--- config.mk ---
export PLATFORM = sky130hd
export DESIGN_NAME = display_scaler
export DESIGN_NICKNAME = d
export VERILOG_FILES = /design/src/rtl/display_scaler.sv
export SDC_FILE = /design/constraint.sdc
export NUM_CORES = 1
export LEC_CHECK = 0
export CAP_MARGIN = 40
export CORE_MARGIN = 2
export CORE_UTILIZATION = 50
export CTS_BUF_LIST = sky130_fd_sc_hd__clkbuf_8
export DETAILED_ROUTE_END_ITERATION = 8
export PLACE_DENSITY = 0.66
export RECOVER_POWER = 50
export SETUP_SLACK_MARGIN = 0.05
export SLEW_MARGIN = 20
export SYNTH_ARGS = -nofsm -noshare
export SYNTH_HDL_FRONTEND = slang
export SYNTH_SLANG_ARGS = --single-unit
--- constraint.sdc ---
create_clock -name clk_hdmi -period 4.75 [get_ports clk_hdmi]
set_clock_uncertainty 0.05 [all_clocks]
set_input_delay 0.95 -clock clk_hdmi [delete_from_list [all_inputs] [get_ports clk_hdmi]]
set_output_delay 0.95 -clock clk_hdmi [all_outputs]
set_load 0.1 [all_outputs]
--- src/rtl/display_scaler.sv ---
`timescale 1ns/1ps
// display_scaler
//
// Takes 2-bit source pixels from the PPU line renderer into a ping-pong line
// buffer. On the HDMI raster it maps each pixel through a BGP-style palette
// and replicates it SCALE times horizontally and vertically. Everything runs
// in the clk_hdmi domain.
//
// Optional build macro: DISPLAY_SCANLINE_EN
//   When defined, the last repeat line of every source row is dimmed to half
//   intensity per channel. The backdrop is not dimmed.
//
// Ports
//   clk_hdmi      pixel clock
//   rst           asynchronous active-high reset
//   hdmi_de       active-video enable; raster counters advance only while high
//   hdmi_hsync_n  line sync (active-low); clears the column counters
//   hdmi_vsync_n  frame sync (active-low); clears all raster counters
//   wr_valid      source pixel valid
//   wr_ready      fill buffer can accept a pixel
//   wr_pixel      2-bit colour index
//   wr_last       last pixel of the source line
//   bgp           palette; shade of index i is bgp[2i+1:2i]
//   lcd_on        0 forces shade 0 over the image area
//   line_req      one-cycle pulse: fill buffer freed, send next line
//   src_row       source row currently displayed
//   underrun      sticky; a row ended while the fill buffer was not full
//   rgb_out       registered pixel colour, one cycle behind the raster position
module display_scaler #(
    parameter int          SRC_W        = 160,
    parameter int          SRC_H        = 144,
    parameter int          SCALE        = 3,
    parameter logic [23:0] BACKDROP_RGB = 24'h236467
) (
    input  logic        clk_hdmi,
    input  logic        rst,
    input  logic        hdmi_de,
    input  logic        hdmi_hsync_n,
    input  logic        hdmi_vsync_n,
    input  logic        wr_valid,
    output logic        wr_ready,
    input  logic [1:0]  wr_pixel,
    input  logic        wr_last,
    input  logic [7:0]  bgp,
    input  logic        lcd_on,
    output logic        line_req,
    output logic [7:0]  src_row,
    output logic        underrun,
    output logic [23:0] rgb_out
);

    // Counter widths carry one extra bit so the saturation values
    // (SRC_W, SRC_H) are representable.
    localparam int CW = $clog2(SRC_W) + 1;
    localparam int RW = $clog2(SRC_H) + 1;
    localparam int SW = $clog2(SCALE) + 1;
    localparam int AW = (SRC_W > 1) ? $clog2(SRC_W) : 1;

    localparam logic [CW-1:0] COL_LAST = CW'(SRC_W - 1);
    localparam logic [CW-1:0] COL_END  = CW'(SRC_W);
    localparam logic [RW-1:0] ROW_LAST = RW'(SRC_H - 1);
    localparam logic [RW-1:0] ROW_END  = RW'(SRC_H);
    localparam logic [SW-1:0] REP_LAST = SW'(SCALE - 1);

    function automatic logic [23:0] shade_rgb(input logic [1:0] s);
        logic [23:0] c;
        case (s)
            2'd0:    c = 24'hC0B0B0;
            2'd1:    c = 24'h908080;
            2'd2:    c = 24'h605050;
            default: c = 24'h302020;
        endcase
        return c;
    endfunction

    function automatic logic [23:0] scan_dim(input logic [23:0] c);
        return {1'b0, c[23:17], 1'b0, c[15:9], 1'b0, c[7:1]};
    endfunction

    // Line buffers: disp_sel=0 displays A and fills B, disp_sel=1 the reverse.
    logic [1:0] buf_a [SRC_W];
    logic [1:0] buf_b [SRC_W];

    logic          disp_sel_q,   disp_sel_d;
    logic          fill_full_q,  fill_full_d;
    logic [CW-1:0] wr_ptr_q,     wr_ptr_d;
    logic          prime_pend_q, prime_pend_d;
    logic          vsync_n_q;
    logic          line_req_q,   line_req_d;
    logic          underrun_q,   underrun_d;
    logic [CW-1:0] col_q,        col_d;
    logic [SW-1:0] col_rep_q,    col_rep_d;
    logic [RW-1:0] row_q,        row_d;
    logic [SW-1:0] row_rep_q,    row_rep_d;
    logic [23:0]   rgb_q,        rgb_d;

    logic          accept;
    logic          fills_now;
    logic          swap_pt;
    logic          prime_go;
    logic          do_swap;
    logic          in_img;
    logic [1:0]    rd_idx;
    logic [1:0]    shade;
    logic [23:0]   pix;

    // Fill side and buffer-role control
    always_comb begin
        disp_sel_d   = disp_sel_q;
        fill_full_d  = fill_full_q;
        wr_ptr_d     = wr_ptr_q;
        prime_pend_d = prime_pend_q;
        line_req_d   = 1'b0;
        underrun_d   = underrun_q;
        do_swap      = 1'b0;

        accept    = wr_valid && !fill_full_q;
        // The beat landing in the last slot fills the buffer even without wr_last.
        fills_now = accept && (wr_last || (wr_ptr_q == COL_LAST));
        // Last pixel of the last repeat of any row that has a successor row.
        swap_pt   = hdmi_de && hdmi_hsync_n && hdmi_vsync_n &&
                    (col_q == COL_LAST) && (col_rep_q == REP_LAST) &&
                    (row_rep_q == REP_LAST) && (row_q < ROW_LAST);
        prime_go  = !hdmi_vsync_n && prime_pend_q && fill_full_q;

        if (accept) begin
            wr_ptr_d = wr_ptr_q + CW'(1);
        end
        if (fills_now) begin
            fill_full_d = 1'b1;
        end

        if (!hdmi_vsync_n && vsync_n_q) begin
            prime_pend_d = 1'b1;
        end

        if (swap_pt) begin
            // A line completing on this very cycle still counts as ready.
            if (fill_full_q || fills_now) begin
                do_swap = 1'b1;
            end else begin
                underrun_d = 1'b1;
            end
        end

        if (prime_go) begin
            do_swap      = 1'b1;
            prime_pend_d = 1'b0;
        end

        if (do_swap) begin
            disp_sel_d  = !disp_sel_q;
            fill_full_d = 1'b0;
            wr_ptr_d    = '0;
            line_req_d  = 1'b1;
        end
    end

    // Raster position counters
    always_comb begin
        col_d     = col_q;
        col_rep_d = col_rep_q;
        row_d     = row_q;
        row_rep_d = row_rep_q;

        if (!hdmi_vsync_n) begin
            col_d     = '0;
            col_rep_d = '0;
            row_d     = '0;
            row_rep_d = '0;
        end else if (!hdmi_hsync_n) begin
            col_d     = '0;
            col_rep_d = '0;
        end else if (hdmi_de) begin
            if (col_rep_q == REP_LAST) begin
                col_rep_d = '0;
                if (col_q != COL_END) begin
                    col_d = col_q + CW'(1);
                end
                if (col_q == COL_LAST) begin
                    if (row_rep_q == REP_LAST) begin
                        row_rep_d = '0;
                        if (row_q != ROW_END) begin
                            row_d = row_q + RW'(1);
                        end
                    end else begin
                        row_rep_d = row_rep_q + SW'(1);
                    end
                end
            end else begin
                col_rep_d = col_rep_q + SW'(1);
            end
        end
    end

    // Colour lookup for the current raster position
    always_comb begin
        in_img = (row_q < ROW_END) && (col_q < COL_END);
        rd_idx = disp_sel_q ? buf_b[col_q[AW-1:0]] : buf_a[col_q[AW-1:0]];
        shade  = bgp[{rd_idx, 1'b0} +: 2];
        pix    = lcd_on ? shade_rgb(shade) : shade_rgb(2'd0);
`ifdef DISPLAY_SCANLINE_EN
        if (row_rep_q == REP_LAST) begin
            pix = scan_dim(pix);
        end
`endif
        rgb_d  = in_img ? pix : BACKDROP_RGB;
    end

    // Buffer writes go to whichever buffer is currently filling.
    always_ff @(posedge clk_hdmi) begin
        if (accept) begin
            if (disp_sel_q) begin
                buf_a[wr_ptr_q[AW-1:0]] <= wr_pixel;
            end else begin
                buf_b[wr_ptr_q[AW-1:0]] <= wr_pixel;
            end
        end
    end

    always_ff @(posedge clk_hdmi or posedge rst) begin
        if (rst) begin
            disp_sel_q   <= 1'b0;
            fill_full_q  <= 1'b0;
            wr_ptr_q     <= '0;
            prime_pend_q <= 1'b1;
            vsync_n_q    <= 1'b1;
            line_req_q   <= 1'b0;
            underrun_q   <= 1'b0;
            col_q        <= '0;
            col_rep_q    <= '0;
            row_q        <= '0;
            row_rep_q    <= '0;
            rgb_q        <= '0;
        end else begin
            disp_sel_q   <= disp_sel_d;
            fill_full_q  <= fill_full_d;
            wr_ptr_q     <= wr_ptr_d;
            prime_pend_q <= prime_pend_d;
            vsync_n_q    <= hdmi_vsync_n;
            line_req_q   <= line_req_d;
            underrun_q   <= underrun_d;
            col_q        <= col_d;
            col_rep_q    <= col_rep_d;
            row_q        <= row_d;
            row_rep_q    <= row_rep_d;
            rgb_q        <= rgb_d;
        end
    end

    assign wr_ready = !fill_full_q;
    assign line_req = line_req_q;
    assign underrun = underrun_q;
    assign src_row  = 8'(row_q);
    assign rgb_out  = rgb_q;

endmodule

### Yosys cells after proc, flatten, opt, wreduce, memory -nomap -nowiden

Memories as Yosys holds them, arrays and structs flattened.
Index checks and enable logic that the tools add are counted.

| cells by class | value |
|---|---|
| bitwise logic cells | 1 |
| add/subtract/negate cells | 5 |
| equal/unequal tests | 17 |
| multiplexer cells | 42 |
| order comparisons | 3 |
| reductions and logical operators | 25 |
| shift operators | 1 |

Operators with widths:

| cell | number |
|---|---|
| $mux 9 | 14 |
| $pmux 24 s3 | 1 |
| $mux 24 | 2 |
| $mux 3 | 10 |
| $add 9x1->9 const B | 3 |
| $lt 9x8->1 const B | 3 |
| $eq 9x8->1 const B | 2 |
| $ne 9x8->1 const B | 2 |
| $mux 1 | 14 |
| $logic_and 1x1->1 | 12 |
| $ne 2x1->1 const B | 4 |
| $shiftx 8x4->2 | 1 |
| $add 3x1->3 const B | 2 |
| $eq 3x2->1 const B | 2 |
| $ne 3x2->1 const B | 2 |
| $reduce_and 6->1 | 1 |
| $reduce_bool 2->1 | 3 |
| $ne 2x2->1 const B | 2 |
| $reduce_and 4->1 | 1 |
| $logic_not 1->1 | 3 |
| $ne 3x3->1 const B | 1 |
| $reduce_and 3->1 | 1 |
| $eq 2x1->1 const B | 1 |
| $eq 2x2->1 const B | 1 |
| 5 further kinds | 6 |

| storage, ports and cells | value |
|---|---|
| input bits | 18 |
| logic and storage cells | 108 |
| memories kept | 2 |
| RAM bits | 640 |
| register bits | 63 |

Memory list:

| memory | words | bits a word | rd ports | clocked after memory_dff | write ports | line | source |
|---|---|---|---|---|---|---|---|
| buf_a | 160 | 2 | 1 | 0 | 1 | 81 | `logic [1:0] buf_a [SRC_W];` |
| buf_b | 160 | 2 | 1 | 0 | 1 | 82 | `logic [1:0] buf_b [SRC_W];` |

### Longest topological paths before layout

| depth | value |
|---|---|
| word-level depth | 9 |
| gate-level depth with buffers | 17 |
| depth with buffers taken out | 12 |

### Worst setup path before layout

OpenSTA, ideal clock, no wires.

| timing | value |
|---|---|
| kind | register to register |
| start | register col_q[0] |
| end | register rgb_q[15] (netlist: rgb_out[15]) |
| buffers on the path | 4 |
| data required time | 4575 ps |
| stages on the path, launching flop included | 15 |
| slack | 1306 ps |
| data arrival time | 3269 ps |
| cell sequence | dfrtp_1 -> buf_6 -> buf_8 -> buf_12 -> buf_12 -> mux4_2 -> mux4_2 -> nor3_2 -> nor2_2 -> a211oi_4 -> and2_4 -> mux2_1 -> ha_1 -> o21bai_1 -> a21oi_1 |

| on the way | value |
|---|---|
| word-level cells in the longest chain between the ends | 7 |
| elaborated cells between the ends (all ways) | 12 |
| classes of those cells | order compare: 1; eq/ne: 2; shift: 1; mux: 4; reduce/logical: 2; memory: 2 |

RTL lines:

| item | line | source |
|---|---|---|
| start: declaration | 91 | `logic [CW-1:0] col_q, col_d;` |
| start signal: assignment | 243 | `col_q <= col_d;` |
| $mem_v2 160x2 (on tied branches) | -- |  |
| $mux 2 | 199 | `rd_idx = disp_sel_q ? buf_b[col_q[AW-1:0]] : buf_a[col_q[AW-1:0]];` |
| $shiftx 8x4->2 | 200 | `shade = bgp[{rd_idx, 1'b0} +: 2];` |
| $eq 2x2->1, or another cell as far along | 67 | `case (s)` |
| $pmux 24 s3 | 67 |  |
| $mux 24 | 201 | `pix = lcd_on ? shade_rgb(shade) : shade_rgb(2'd0);` |
| $mux 24 (*) | 207 | `rgb_d = in_img ? pix : BACKDROP_RGB;` |
| via rgb_d[15] | 95 | `logic [23:0] rgb_q, rgb_d;` |
| end signal: assignment | 247 | `rgb_q <= rgb_d;` |
| end: declaration | 95 |  |

The timed path passes the listed nets; every way through them passes the cells marked *.
A chain may end at the register's enable or synchronous reset.

### Final worst setup path

Same ends and word-level chain as after synthesis.

==> out/summary.txt <==
syn avg cell area - 16.4 um^2
antenna violations before repair - 0
routability congestion estimate - 0.857
critical path depth in cells - 12
grt total ovfl - 0
PortBufs - 46
period utilization - 87.7%
Psw - 3.49 mW
Hold WC Path Type - reg -> reg
TritonRoute pass-1 iters - 5
power share of the combinational group - 12.6%
Yosys cell types - 83
Worst Tran Pin Value - 3010 ps
CP Buf/Inv Count - 1
Initial Utilization - 50.6%
Final ANT Viol Nets - 0
Reg2Reg Depth - 12
Leakage - 10.5 nW
die area - 60300 um^2
Post-Syn Instances - 1781
P_int - 9.54 mW
vias in the first global route - 16800
critical path cell sequence - buf_4 -> mux4_1 -> mux4_2 -> nand2_1 -> a21oi_1 -> a2111oi_4 -> nor3_4 -> a221oi_4 -> nor2_1 -> ha_1 -> o21bai_1 -> a21oi_1
DRC errors left - 0
Max VDD drop - 0.449 mV
critical path fanouts, max - 17
Yosys warnings - 0
max-cap check violation count - 3
CTS sink count - 686
Flop pwr share - 51.8%
Final Hold Vio Count - 0
Async S/R FF share, synth - 6.71%
violations in the final reports - capacitance limit, slew limit
cell area after synthesis - 29200 um^2
fin crit period - 4170 ps
RSZ-0062 raised after global routing - false
CP max stage delay - 650 ps
Clk network pwr share - 35.6%
Area Growth Syn to Fin - 13.0%
Post-CTS Hold Fix Bufs - 0
Clock Root Buffer - clkbuf_8
first-pass GRT wire length - 107000 um
Num CTS Buffers - 104
Final setup viols - 0
Fill cells - 4384
Post-synth top cells - edfxtp_1 (640), nor2_1 (364), mux4_2 (137)
area share of the largest cell type after synthesis - 65.9%
CTS tree - yes
Worst slew margin - -100%
area of the multi-input gates - 7870 um^2
Top Family by Delay on Critical Path - compound AO/OA/AOI/OAI gates
core area - 57700 um^2
Final Net Count - 1917
clk_lat worst skew - 720 ps
largest net degree at the start of global routing - 130
Slew Viols, Final - 222
sequential fraction of the synthesis area - 69.8%
Hold Path Origin - underrun
Clock Tree Buf Depth - 3
Clock Pin Slew Worst Setup and Hold Paths - 60 ps
final wirelength - 71600 um
PD cells - 395 nW/um^2
max frequency - 240 MHz
#FFs+latches synth - 686
critical path startpoint category - register
Sw Share - 26.8%
WHS - 436 ps
iteration-0 DRC count of the detailed router - 1857
Setup TNS Final - 0 ps
post-DP HPWL - 44900 um
EDFF count, synth - 640
FF-to-FF Start - col_q[0]
Synth area leaders - edfxtp_1 (66%), mux4_2 (11%), nor2_1 (4.7%)
R2R setup slack - 580 ps
gr usage total - 24.3%
Worst path slowest cell - dfrtp_4
register area - 20400 um^2
Req. time, crit path - 5340 ps
die span in x - 246 um
crit end category - register
Critical Path Source - col_q[0]
r2r endpoint - rgb_out[15]
drt wl/cell - 26.1 um
H-tree levels - 3
crit path DAT - 4750 ps
post-cts sizing count - 0
Vias/cell - 5.92
cell taking the most area after synthesis - edfxtp_1
Die H - 246 um
setup bufs post-CTS - 0
cell with the most instances after synthesis - edfxtp_1
Cell Rows - 88
status - finished with violations
Worst path most repeated cell - a21oi_1
Crit Path Category - reg -> reg
top_reg_cell synth - edfxtp_1
proportion of layout cells with a drive suffix above 1 - 21.1%
worst setup path end - rgb_out[15]
routed via count - 16200
I/O pins - 53
sequential cells by signal, indices dropped and copies added, names as in the netlist:
register	flops
row_q	9
underrun	1
fill_full_q	1
buf_a	320
rgb_out	7
vsync_n_q	1
col_rep_q	3
prime_pend_q	1
row_rep_q	3
wr_ptr_q	9
buf_b	320
col_q	9
disp_sel_q	1
line_req	1
cell usage in the layout (no fill, tap or decap), types with 9 or more instances in the layout:
cell type | synthesis | layout
clkinv_1 | 0 | 27
a21oi_1 | 15 | 15
and2_1 | 13 | 13
nand3_1 | 26 | 25
nand2_2 | 0 | 12
xnor2_1 | 15 | 15
mux2i_1 | 54 | 54
ha_1 | 12 | 12
clkdlybuf4s50_1 | 0 | 42
nand4_1 | 10 | 10
nor2_1 | 364 | 364
o22ai_1 | 12 | 12
a22oi_1 | 12 | 12
mux4_2 | 137 | 137
clkinv_2 | 0 | 11
nor2b_1 | 17 | 17
mux2_2 | 13 | 13
nor3_1 | 9 | 9
buf_4 | 39 | 37
nand2b_1 | 12 | 12
dfrtp_1 | 44 | 40
o21ai_0 | 13 | 12
inv_1 | 17 | 54
buf_8 | 3 | 30
buf_12 | 6 | 18
clkbuf_8 | 1 | 110
xor2_1 | 9 | 9
mux4_1 | 15 | 15
nand2_1 | 79 | 67
edfxtp_1 | 640 | 640
power groups by stage:
stage	Clock, mW	Combinational, mW	Sequential (mW)
finish	4.63	1.65	6.75
CTS	4.70	1.64	6.74
global placement	0	1.35	6.86
detailed placement	0	1.64	6.86
floorplan	0	0.686	6.98
global route	4.96	1.71	6.75
metal layers:
metal  up-vias  track usage (%)  part of all wire, %
li1       7025                -                    -
met1      8358             33.1                   40
met2       726             38.7                   48
met3       134             5.46                  8.7
met4         0             9.04                  3.1
met5         -                0                    0
how the worst min path moves through the flow:
stage | to | slack, ps | cells after the start
2_1_floorplan | col_rep_q[1] | 450 | 1
3_3_place_gp | underrun | 430 | 1
3_5_place_dp | underrun | 420 | 1
4_1_cts | underrun | 440 | 1
5_1_grt | underrun | 460 | 1
6_report | underrun | 440 | 1
layout make-up:
class / count / area share [%]
flip-flops and latches: 686 / 61.8
well taps: 765 / 2.90
clock inverters: 85 / 1.41
multi-input cells: 933 / 23.9
repair buffers: 144 / 5.20
diodes: 1 / 0.00759
inverters: 18 / 0.205
clock buffers: 110 / 4.59
worst register-to-register path: stages, from the launching register on:
cell       delay [ps]
dfrtp_4           650
buf_4             310
mux4_1            580
mux4_2            520
nand2_1           110
a21oi_1           100
a2111oi_4         640
nor3_4            150
a221oi_4          330
nor2_1            130
ha_1              230
o21bai_1          160
a21oi_1           150
through the flow:
stage	total power [mW]	area [um^2]	std cells	setup slack (ps)	util, %
global placement	8.21	30200	2500	637	52.4
finish	13.0	33000	2742	583	57.2
floorplan	7.67	29200	1786	1310	-
global route	13.4	33000	2741	374	57.1
detailed placement	8.51	31000	2544	615	53.8
CTS	13.1	33000	2739	618	57.2
cell families after synthesis:
logic type | after synthesis | synth area share [%]
compound gates | 107 | 2.84
xor+xnor | 24 | 0.721
fa+ha+maj | 12 | 0.515
buf+inv | 167 | 3.37
flops | 686 | 69.8
mux | 220 | 14.3
other cells | 1 | 0.0129
simple gates | 564 | 8.37
Note: power is estimated with default switching activity, not from simulation.
==> patch: new RTL, same flow settings <==
Reset style: synchronous (`rst`), changed in one clocked block. Comments in the files are not updated.
--- a/src/rtl/display_scaler.sv
+++ b/src/rtl/display_scaler.sv
@@ -219,5 +219,5 @@
     end
 
-    always_ff @(posedge clk_hdmi or posedge rst) begin
+    always_ff @(posedge clk_hdmi) begin
         if (rst) begin
             disp_sel_q   <= 1'b0;
Behaviour: differs if rst is asserted again (counterexample within 4 cycles, from zero or initial values and one cycle with rst high); with rst held inactive, the same outputs for 4 cycles.
==> patch against the unedited design <==
- the flow still finishes with violations (max-capacitance violations, max-slew violations)
- setup slack lost 0.14 ns
- final area down 0.76%
- routed wire length up 0.85%
- worst hold slack worse by 0.0033 ns
- largest cell class unchanged
- area after synthesis is 1.3% lower
- highest routed layer unchanged
- sequential cell count increased by 8
Power is not compared: it rests on default switching activity, and its combinational part moved more than twofold at a synthesized area within 25%.
==> patch: results (changes against the unedited design) <==
stage,metric,value,unit,change
synthesis,netlist_top_cells_area,"edfxtp_1 (67%), mux4_2 (12%), nor2_1 (5.1%)",,"was edfxtp_1 (66%), mux4_2 (11%), nor2_1 (4.7%)"
global_routing,grt_first_pass_wirelength,108000,microns,"was 107,000 microns"
sta,slew_viol_final,332,,was 222
synthesis,yosys_warnings,0,,unchanged
min_path,hp-class,register to register,,unchanged
global_routing,grt_max_degree,130,,unchanged
placement,place.port_buffers,46,,unchanged
power,p_int,9.14,mW,
placement,dpl_cell_area,30800,sq um,"was 31,000 sq um"
synthesis,synthArstFlopShare,0,%,was 6.71%
run_status,violations,"max-capacitance violations, max-slew violations",,unchanged
clocking,cts_resized,0,,unchanged
power,vdd_drop_max,0.245,mV,
finish,nets,1947,,"was 1,917"
route,firstDrtPassIters,5,,unchanged
flow_run,max-cap-violations,4,,was 3
placement,gp_congestion,0.850,,was 0.857
finish,drive_gt1_share,21.1,%,about the same
global_routing,antenna_found_initial,1,,was 0
clocking,cts_setup_buffers,0,,unchanged
synthesis,synthMuxAreaShare,14.0,%,was 14.3%
synthesis,synthAdderAreaFrac,0.522,%,was 0.515%
critical_path,reg2reg_to,rgb_out[15]$_SDFF_PP0_,,was rgb_out[15]$_DFF_PP0_
route,drtIter0Drc,2020,,"was 1,857"
critical_path,worstPathMaxFanout,48,,was 17
critical_path,reg2reg_depth,10,,was 12
min_path,worstHoldEndpoint,underrun$_SDFFE_PP0P_,,was underrun$_DFFE_PP0P_
synthesis,synth_common_cells,"edfxtp_1 (640), nor2_1 (392), mux4_2 (147), nand2_1 (101), clkbuf_1 (81)",,"was edfxtp_1 (640), nor2_1 (364), mux4_2 (137), nand2_1 (79), clkbuf_1 (69)"
synthesis,ys_seq_area_share,70.5,%,was 69.8%
sta,maxSlewHeadroom,-93.1,%,was -100%
finish,diodes,0,,was 1
critical_path,rrSetupSlack,0.45,ns,was 0.58 ns
critical_path,crit_slowest_cell,dfxtp_4,,was dfrtp_4
clocking,clock_path_buffers,3,,unchanged
sta,whs,0.433,ns,was 0.436 ns
global_routing,grt_util_all_layers,24.6,%,was 24.3%
synthesis,synth.distinct_cells,66,,was 83
critical_path,max_stage_delay,0.84,ns,was 0.65 ns
clocking,clock_latency,0.72,ns,about the same
route,drt-total-wl,72300,microns,"was 71,600 microns"
critical_path,crit_arrival,4.86,ns,was 4.75 ns
critical_path,critPathTopFamily,compound AO/OA/AOI/OAI gates,,unchanged
min_path,min_path_cells,2,,was 1
synthesis,synth-xor-area-share,0.761,%,was 0.721%
synthesis,synth_compound_area_share,2.77,%,was 2.84%
clocking,cts_made_buffers,108,,was 104
placement,hpwl,45100,microns,"was 44,900 microns"
synthesis,synth_edf_count,640,,unchanged
min_path,hp-start,underrun$_SDFFE_PP0P_,,was underrun$_DFFE_PP0P_
clocking,clk_pin_slew,0.06,ns,about the same
clocking,clockRootBuffer,clkbuf_8,,unchanged
route,num_vias,16637,,"was 16,243"
clocking,htreeDepth,3,,unchanged
run_status,outcome,finished with violations,,unchanged
power,p_leak,10.3,nW,
[patch: cell families after synthesis]
group / count (synthesis)
buffers and inverters: 159
and+or+nand+nor: 594
DFF: 694
adders and majority gates: 12
AOI/OAI and AO/OA: 111
other: 1
xor gates and xnor gates: 25
muxes: 201
[patch: worst max path at each step]
stage	endpoint	cells past startpoint	from	slack [ns]
2_1_floorplan	rgb_out[15]$_SDFF_PP0_	16	register	1.22
3_5_place_dp	rgb_out[15]$_SDFF_PP0_	10	register	0.47
6_report	rgb_out[15]$_SDFF_PP0_	10	register	0.45
3_3_place_gp	rgb_out[15]$_SDFF_PP0_	10	register	0.54
5_1_grt	buf_a[154][0]$_DFFE_PP_	3	wr_pixel[0]	0.24
4_1_cts	rgb_out[15]$_SDFF_PP0_	10	register	0.49
[patch: power groups by stage]
stage / registers, mW / clock network (mW) / logic (mW)
2_1_floorplan: 6.84 / 0 / 0.149
3_3_place_gp: 6.81 / 0 / 0.352
3_5_place_dp: 6.81 / 0 / 0.413
4_1_cts: 6.69 / 4.74 / 0.415
5_1_grt: 6.69 / 4.99 / 0.424
6_report: 6.69 / 4.67 / 0.404
[patch: area by class of cell]
cell class              instances  area, sq um
clock buffers                 112         1540
multi-input cells             949         7730
inverters                      16         60.1
fillers                      4372        23900
repair buffers                148         1670
well taps                     756          946
clock inverters                88          458
flip-flops and latches        694        20300
[patch: metrics by stage]
step | instances | worst slack, ns
2_1_floorplan | 1802 | 1.22
3_3_place_gp | 2522 | 0.536
3_5_place_dp | 2563 | 0.474
4_1_cts | 2763 | 0.493
5_1_grt | 2763 | 0.238
6_report | 2763 | 0.445
[patch: metal layers]
layer	wire [microns]	GRT usage (%)
met5	0	0
met4	2250	8.54
met3	6580	4.77
met2	34900	39.6
met1	28500	33.8
